### config.mk
export PLATFORM = sky130hd
export DESIGN_NAME = lna_duty_seq
export DESIGN_NICKNAME = d
export VERILOG_FILES = /design/src/rtl/lna_duty_seq.sv
export SDC_FILE = /design/constraint.sdc
export NUM_CORES = 1
export LEC_CHECK = 0
export CORE_MARGIN = 3
export CORE_UTILIZATION = 45
export DETAILED_ROUTE_END_ITERATION = 8
export PLACE_DENSITY = 0.65
export SYNTH_ARGS = -nofsm -noshare
export SYNTH_HDL_FRONTEND = slang
export SYNTH_SLANG_ARGS = --single-unit
### constraint.sdc
create_clock -name clk -period 6.7 [get_ports clk]
set_clock_uncertainty 0.15 [all_clocks]
set_input_delay 1.34 -clock clk [delete_from_list [all_inputs] [get_ports clk]]
set_output_delay 1.34 -clock clk [all_outputs]
set_load 0.005 [all_outputs]
### src/rtl/lna_duty_seq.sv
// lna_duty_seq: LNA power-down/settle/listen duty-cycle sequencer behind a small CPU register port.
// Optional irq output and listen-window counter are built when LNA_DUTY_SEQ_IRQ_EN is defined.
module lna_duty_seq #(
    parameter int DATA_W = 32,
    parameter int CNT_W  = 16
) (
    input  logic              clk,
    input  logic              rst,
    input  logic              valid,
    input  logic [2:0]        address,
    input  logic [DATA_W-1:0] wdata,
    input  logic              wstrb,
    output logic              ready,
    output logic [DATA_W-1:0] rdata,
    output logic              pd,
    output logic [2:0]        mode,
    output logic              rx_en
`ifdef LNA_DUTY_SEQ_IRQ_EN
    ,
    output logic              irq
`endif
);
    typedef enum logic [1:0] {S_IDLE = 2'd0, S_SETTLE = 2'd1, S_ON = 2'd2, S_OFF = 2'd3} state_t;
    state_t            state_q, state_d;
    logic [CNT_W-1:0]  cnt_q, cnt_d, settle_q, settle_d, on_q, on_d, off_q, off_d;
    logic [2:0]        mode_reg_q, mode_reg_d, mode_q, mode_d, ctrl_rd;
    logic              en_q, en_d, oneshot_q, oneshot_d, done_q, done_d;
    logic              pd_q, pd_d, rx_en_q, rx_en_d, ready_q, ready_d;
    logic [DATA_W-1:0] rdata_q, rdata_d, rd_val;
    logic              wr, cnt_last, on_exit, set_done, unused_wdata;
`ifdef LNA_DUTY_SEQ_IRQ_EN
    logic              irq_mask_q, irq_mask_d, irq_q, irq_d;
    logic [15:0]       win_q, win_d;
    assign ctrl_rd = {irq_mask_q, oneshot_q, en_q};
    assign irq     = irq_q;
`else
    assign ctrl_rd = {1'b0, oneshot_q, en_q};
`endif
    assign unused_wdata = ^wdata;
    assign wr       = valid & wstrb;
    assign cnt_last = cnt_q <= CNT_W'(1);
    assign ready    = ready_q;
    assign rdata    = rdata_q;
    assign pd       = pd_q;
    assign mode     = mode_q;
    assign rx_en    = rx_en_q;

    always_comb begin
        rd_val = '0;
        case (address)
            3'd0: rd_val[2:0] = ctrl_rd;
            3'd1: rd_val[2:0] = mode_reg_q;
            3'd2: rd_val[CNT_W-1:0] = settle_q;
            3'd3: rd_val[CNT_W-1:0] = on_q;
            3'd4: rd_val[CNT_W-1:0] = off_q;
            3'd5: rd_val[2:0] = {done_q, state_q};
`ifdef LNA_DUTY_SEQ_IRQ_EN
            3'd6: rd_val[15:0] = win_q;
`endif
            default: rd_val = '0;
        endcase
    end

    always_comb begin
        state_d    = state_q;
        cnt_d      = cnt_q;
        settle_d   = settle_q;
        on_d       = on_q;
        off_d      = off_q;
        mode_reg_d = mode_reg_q;
        mode_d     = mode_q;
        en_d       = en_q;
        oneshot_d  = oneshot_q;
        done_d     = done_q;
        on_exit    = 1'b0;
        set_done   = 1'b0;
        ready_d    = valid;
        rdata_d    = (valid && !wstrb) ? rd_val : '0;
`ifdef LNA_DUTY_SEQ_IRQ_EN
        irq_mask_d = irq_mask_q;
`endif
        // EN is sampled from its register, so a CPU clear stops the sequence one edge after the write
        if (!en_q) begin
            state_d = S_IDLE;
        end else begin
            case (state_q)
                S_IDLE: begin
                    state_d = S_SETTLE;
                    cnt_d   = settle_q;
                    mode_d  = mode_reg_q;
                end
                S_SETTLE: begin
                    state_d = cnt_last ? S_ON : S_SETTLE;
                    cnt_d   = cnt_last ? on_q : cnt_q - CNT_W'(1);
                end
                S_ON: begin
                    on_exit  = cnt_last;
                    set_done = cnt_last & oneshot_q;
                    state_d  = !cnt_last ? S_ON : (oneshot_q ? S_IDLE : S_OFF);
                    cnt_d    = cnt_last ? off_q : cnt_q - CNT_W'(1);
                end
                default: begin
                    state_d = cnt_last ? S_SETTLE : S_OFF;
                    cnt_d   = cnt_last ? settle_q : cnt_q - CNT_W'(1);
                    mode_d  = cnt_last ? mode_reg_q : mode_q;
                end
            endcase
        end
        if (wr) begin
            case (address)
                3'd0: begin
                    en_d      = wdata[0];
                    oneshot_d = wdata[1];
`ifdef LNA_DUTY_SEQ_IRQ_EN
                    irq_mask_d = wdata[2];
`endif
                end
                3'd1: mode_reg_d = wdata[2:0];
                3'd2: settle_d = wdata[CNT_W-1:0];
                3'd3: on_d = wdata[CNT_W-1:0];
                3'd4: off_d = wdata[CNT_W-1:0];
                3'd5: done_d = 1'b0;
                default: done_d = done_q;
            endcase
        end
        // A simultaneous CPU write to CTRL takes priority over the one-shot self-clear
        if (set_done && !(wr && address == 3'd0)) begin
            en_d      = 1'b0;
            oneshot_d = 1'b0;
        end
        if (set_done) done_d = 1'b1;
        pd_d    = state_d == S_IDLE || state_d == S_OFF;
        rx_en_d = state_d == S_ON;
`ifdef LNA_DUTY_SEQ_IRQ_EN
        win_d = (wr && address == 3'd6) ? 16'd0 : win_q + 16'(on_exit);
        irq_d = on_exit & ~irq_mask_q;
`endif
    end

    always_ff @(posedge clk or posedge rst) begin
        if (rst) begin
            state_q    <= S_IDLE;
            cnt_q      <= '0;
            settle_q   <= '0;
            on_q       <= '0;
            off_q      <= '0;
            mode_reg_q <= '0;
            mode_q     <= '0;
            en_q       <= 1'b0;
            oneshot_q  <= 1'b0;
            done_q     <= 1'b0;
            pd_q       <= 1'b1;
            rx_en_q    <= 1'b0;
            ready_q    <= 1'b0;
            rdata_q    <= '0;
`ifdef LNA_DUTY_SEQ_IRQ_EN
            irq_mask_q <= 1'b0;
            irq_q      <= 1'b0;
            win_q      <= '0;
`endif
        end else begin
            state_q    <= state_d;
            cnt_q      <= cnt_d;
            settle_q   <= settle_d;
            on_q       <= on_d;
            off_q      <= off_d;
            mode_reg_q <= mode_reg_d;
            mode_q     <= mode_d;
            en_q       <= en_d;
            oneshot_q  <= oneshot_d;
            done_q     <= done_d;
            pd_q       <= pd_d;
            rx_en_q    <= rx_en_d;
            ready_q    <= ready_d;
            rdata_q    <= rdata_d;
`ifdef LNA_DUTY_SEQ_IRQ_EN
            irq_mask_q <= irq_mask_d;
            irq_q      <= irq_d;
            win_q      <= win_d;
`endif
        end
    end
endmodule

# After elaboration in Yosys (flattened, before gate mapping)
# Index checks and enable logic that the tools add are counted.
classes:
  eq_ne: 9
  muxes: 26
  n_addsub: 1
  n_bitwise: 3
  n_lt_le_gt_ge: 1
  n_reduce_logical: 22
ops:
  columns: ["op", "n"]
  rows:
  - ["16-bit two-way mux", 4]
  - ["16-bit case mux with 3 select lines", 1]
  - ["13-bit case mux with 3 select lines", 1]
  - ["3-bit case mux with 6 select lines", 1]
  - ["16-bit by 1-bit <= comparator with 1-bit output, second input constant", 1]
  - ["16-bit by 1-bit subtractor with 16-bit output, second input constant", 1]
  - ["2-bit AND reduction", 6]
  - ["1-bit two-way mux", 11]
  - ["2-bit two-way mux", 5]
  - ["2-bit nonzero test", 5]
  - ["2-bit == test, second input constant", 3]
  - ["3-bit by 2-bit == test with 1-bit output, second input constant", 2]
  - ["3-bit == test, second input constant", 2]
  - ["2-bit case mux with 3 select lines", 1]
  - ["3-bit case mux with 2 select lines", 1]
  - ["2-bit zero test", 2]
  - ["3-bit by 1-bit == test with 1-bit output, second input constant", 1]
  - ["1-bit logical AND", 3]
  - ["3-bit zero test", 1]
  - ["3-bit two-way mux", 1]
  - ["3-bit AND reduction", 1]
  - ["1-bit bitwise AND", 2]
  - ["2-bit by 1-bit == test with 1-bit output, second input constant", 1]
  - ["1-bit zero test", 2]
  - ["3 further kinds", 3]
word_totals:
  ff_bits: 94
  in_bits: 39
  wordCells: 76
  out_inout_bits: 38

# Logic depth before layout (Yosys ltp)
depth:
  word_depth: 7
  depth_mapped: 11

# Least setup slack after synthesis
# No wires, ideal clock.
synth_timing:
  kind: "in2reg"
  from: "input address[0]"
  to: "register settle_q[0]"
  path_buffers: 2
  arrival_ps: 2693
  stages: 4
  slack_ps: 3733
  cell_sequence: "clkbuf_1 > nor4_2 > buf_2 > mux2_2"
synth_via:
  elab_chain_len: 2
synth_rtl:
  columns: ["element", "line", "rtl"]
  rows:
  - ["from (decl)", "10", "input logic [2:0] address,"]
  - ["3-bit by 2-bit == test with 1-bit output", "110", "case (address)"]
  - ["2-bit AND reduction (no line)", null, null]
  - ["to (signal assigned)", "164", "settle_q <= settle_d;"]
  - ["to (decl)", "25", "logic [CNT_W-1:0] cnt_q, cnt_d, settle_q, settle_d, on_q, on_d, off_q, off_d;"]
# No other way between the ends.
# A chain may end at the register's enable or synchronous reset.

# Worst setup path in the final report
layout_timing:
  from: "input address[0]"
  to: "register rdata_q[6], in the netlist rdata[6]"
layout_via:
  elab_chain_len: 3
  elab_cells_between_ends: 5
layout_rtl:
  columns: ["element", "line", "rtl"]
  rows:
  - ["3-bit == test / 3-bit by 2-bit == test with 1-bit output (equally long branches)", "50", "case (address)"]
  - ["13-bit case mux with 3 select lines *", "50", null]
  - ["16-bit two-way mux *", "78", "rdata_d = (valid && !wstrb) ? rd_val : '0;"]
  - ["named net rdata_d[6]", "29", "logic [DATA_W-1:0] rdata_q, rdata_d, rd_val;"]
  - ["to (signal assigned)", "175", "rdata_q <= rdata_d;"]
  - ["to (decl)", "29", null]
# Mark *: on every way through the listed nets, which the timed path passes. The rest lies on a longest branch.

==> impl_metrics.toml <==
[pwr]
p_leak_nw = 2.44
swShare_pct = 34.3
pwr-share-comb_pct = 28.1
intPower_mw = 1.28
ir_drop_uv = 193
power_density_mw_per_mm2 = 331
power.share.sequential_pct = 44.7
power.switching_mw = 0.669
p_clk_share_pct = 27.2
finalPower_mw = 1.95

[clock_tree]
root_buffer = "clkbuf_16"
post-cts-setup-buffers = 0
clk_latency_ns = 0.34
cts_buffer_depth = 2
clock-sinks = 94
clkSlewWorstSetupHoldPaths_ns = 0.07
htreeDepth = 3
cts_tree = "yes"
numCtsBuffers = 9
cts_resized = 0
holdBufCountCts = 0

[floorplanning]
initial_utilization_pct = 46.5
die_x_um = 112
coreArea_mm2 = 0.0109
num_rows = 38
floorplan.die_area_mm2 = 0.0126
die_h_um = 112
io-pin-count = 77

[synth]
synth.distinct_cells = 58
synth_flop_cell = "dfrtp_1"
synth_warnings = 0
ys_seq_area_share_pct = 46.3
async_reset_ff_share_pct = 100
synth_seq_cells = 94
ys_top_cells_by_area = "dfrtp_1, mux2_2, mux2i_1"
syn_avg_cell_area_um2 = 10.4
synth_edf_count = 0
yosys.area.top_type = "dfrtp_1"
synth_area_mm2 = 0.00509
syn_inst = 489
synth_top_area_share_pct = 45.7

[global_routing]
grt_pass1_vias = 4038
grt-ovfl-total = 0
grt_max_degree = 76
grt_pass1_wl_um = 21600
grt_antenna_before_repair = 0
grt_use_total_pct = 21.4

[cells_and_area]
n_fill_cell = 987
ff_latch_area_mm2 = 0.00235
nets = 567
multi_input_area_mm2 = 0.00251
drive_above_1_share_pct = 16.9
finalInstanceArea_mm2 = 0.00590
area_growth_pct = 15.9
final_core_util_pct = 53.9
stdcell_count = 666
diodes = 0

[place]
preCtsSetupSlack_ns = 2.54
gp_congestion = 0.910
dp.cells = 650
hpwlAfterDp_um = 8680
io_buffer_count = 44
placed_cell_area_mm2 = 0.00559

[timing]
drv_slew = 0
tightest_slew_ns = 1.20
maxSlewHeadroom_pct = 19.7
rsz0062_at_grt = "false"
timing.final.crit_share_pct = 56.8
setup_viol = 0
setup_tns_ns = 0
max_freq_mhz = 263
hold_viol = 0
min_period_ns = 3.80
worst_slack_ns = 2.90
whs_ns = 0.370

[setup_path]
critPathKind = "input pin to flip-flop"
rrSetupSlack_ns = 3.24
cpPeakStageDelay_ns = 0.96
slowest_stage = "o21bai_1"
arrival_ns = 3.83
path_max_fanout = 25
critPathRequiredTime_ns = 6.72
startpoint_type = "input pin"
endpoint_kind = "flip-flop"
crit_chain = "clkdlybuf4s50_1 > buf_4 > nor2_1 > and2_0 > buf_4 > o21bai_1 > nor2_1"

[route]
ant_nets = 0
highest_layer = "met4"
met1_length_um = 6060
drc = 0
vias = 3997
drt-initial-drc-count = 262
wl_met2_um = 6270
wirelength_um = 13100
wl_per_cell_um = 19.7
viasPerCell = 6.00
wl_met3_um = 580
drt-pass1-iter-count = 5

[outcome]
outcome = "finished clean"

[run]
max_cap_viol_count = 0

[hold_path]
hold_path.class = "flip-flop to flip-flop"
-- flip-flops by register name, indices dropped and copies added (netlist names) --
| name | count |
|---|---|
| on_q | 16 |
| off_q | 16 |
| cnt_q | 16 |
| settle_q | 16 |
| ready | 1 |
| rx_en | 1 |
| done_q | 1 |
| mode | 3 |
| oneshot_q | 1 |
| mode_reg_q | 3 |
| state_q | 2 |
| rdata | 16 |
| en_q | 1 |
| pd | 1 |
-- worst paths after layout --
kind | startpoint | end | cells after the start
worst min register to register | mode[2]$_DFFE_PP0P_ | mode[2]$_DFFE_PP0P_ | 1
worst max-delay path | address[0] | rdata[6]$_DFF_PP0_ | 7
max in group asynchronous | rst | settle_q[6]$_DFFE_PP0P_ | 3
worst max register to register | cnt_q[1]$_DFFE_PP0P_ | cnt_q[11]$_DFFE_PP0P_ | 7
min in group asynchronous | rst | mode[0]$_DFFE_PP0P_ | 2
worst min-delay path | mode[2]$_DFFE_PP0P_ | mode[2]$_DFFE_PP0P_ | 1
-- power by group through the flow --
stage                     registers, mW  clock network [mW]  logic, mW
final                             0.872               0.532      0.548
after CTS                         0.867               0.537      0.546
after global placement            0.867                   0      0.527
after floorplan                   0.817                   0      0.429
after detailed placement          0.875                   0      0.543
after global routing              0.895               0.567      0.607
-- kinds of logic (layout without fill, tap and decap cells) --
| family | Yosys count | count (layout) | synth area share [%] |
|---|---|---|---|
| compound gates | 130 | 130 | 17.4 |
| xor+xnor | 3 | 3 | 0.517 |
| fa+ha+maj | 7 | 7 | 1.72 |
| buf+inv | 57 | 79 | 5.63 |
| flops | 94 | 94 | 46.3 |
| mux | 76 | 76 | 16.6 |
| other cells | 1 | 16 | 0.0737 |
| simple gates | 121 | 121 | 11.9 |
-- cell type report --
cell class / count / share of cell area, %
multi-input combinational: 353 / 42.6
sequential: 94 / 39.9
timing repair buffer: 52 / 8.49
clock buffer: 12 / 4.35
tap: 140 / 2.97
clock inverter: 4 / 0.913
inverter: 11 / 0.743
-- worst max-delay path: cells and delay by family --
| kind | cells | cell delay (ns) |
|---|---|---|
| buf+inv | 3 | 1.05 |
| simple gates | 3 | 0.46 |
| compound gates | 1 | 0.96 |
-- layout by cell type (no fill, tap or decap), types with 4 or more instances in the layout --
master | netlist | layout
o21ai_1 | 4 | 4
clkdlybuf4s50_1 | 0 | 44
a221o_1 | 5 | 5
mux2i_1 | 20 | 20
nand3_1 | 8 | 8
a21oi_1 | 35 | 35
clkbuf_16 | 0 | 9
nand2_1 | 21 | 21
inv_1 | 11 | 10
a22oi_1 | 13 | 13
nor3_1 | 11 | 11
nor2_1 | 52 | 52
nand4_1 | 4 | 4
and2_1 | 4 | 4
mux2_2 | 55 | 55
ha_1 | 7 | 7
nand2b_1 | 5 | 5
o21ai_0 | 23 | 23
o31ai_1 | 6 | 6
a31oi_1 | 5 | 5
conb_1 | 1 | 16
a221oi_1 | 4 | 4
buf_4 | 16 | 8
dfrtp_1 | 93 | 93
-- routing by layer --
metal / vias up / GRT usage (%)
met5: - / 0
met4: 0 / 7.05
met3: 13 / 2.80
met2: 130 / 34.5
met1: 2035 / 30.1
li1: 1819 / -
-- cell usage after synthesis (5+ instances only) --
| master | instances |
|---|---|
| a21oi_1 | 35 |
| a221o_1 | 5 |
| a22oi_1 | 13 |
| a31oi_1 | 5 |
| buf_4 | 16 |
| clkbuf_1 | 21 |
| dfrtp_1 | 93 |
| ha_1 | 7 |
| inv_1 | 11 |
| mux2_2 | 55 |
| mux2i_1 | 20 |
| nand2_1 | 21 |
| nand2b_1 | 5 |
| nand3_1 | 8 |
| nor2_1 | 52 |
| nor3_1 | 11 |
| o21ai_0 | 23 |
| o31ai_1 | 6 |
Power figures use the tool's default switching activity.
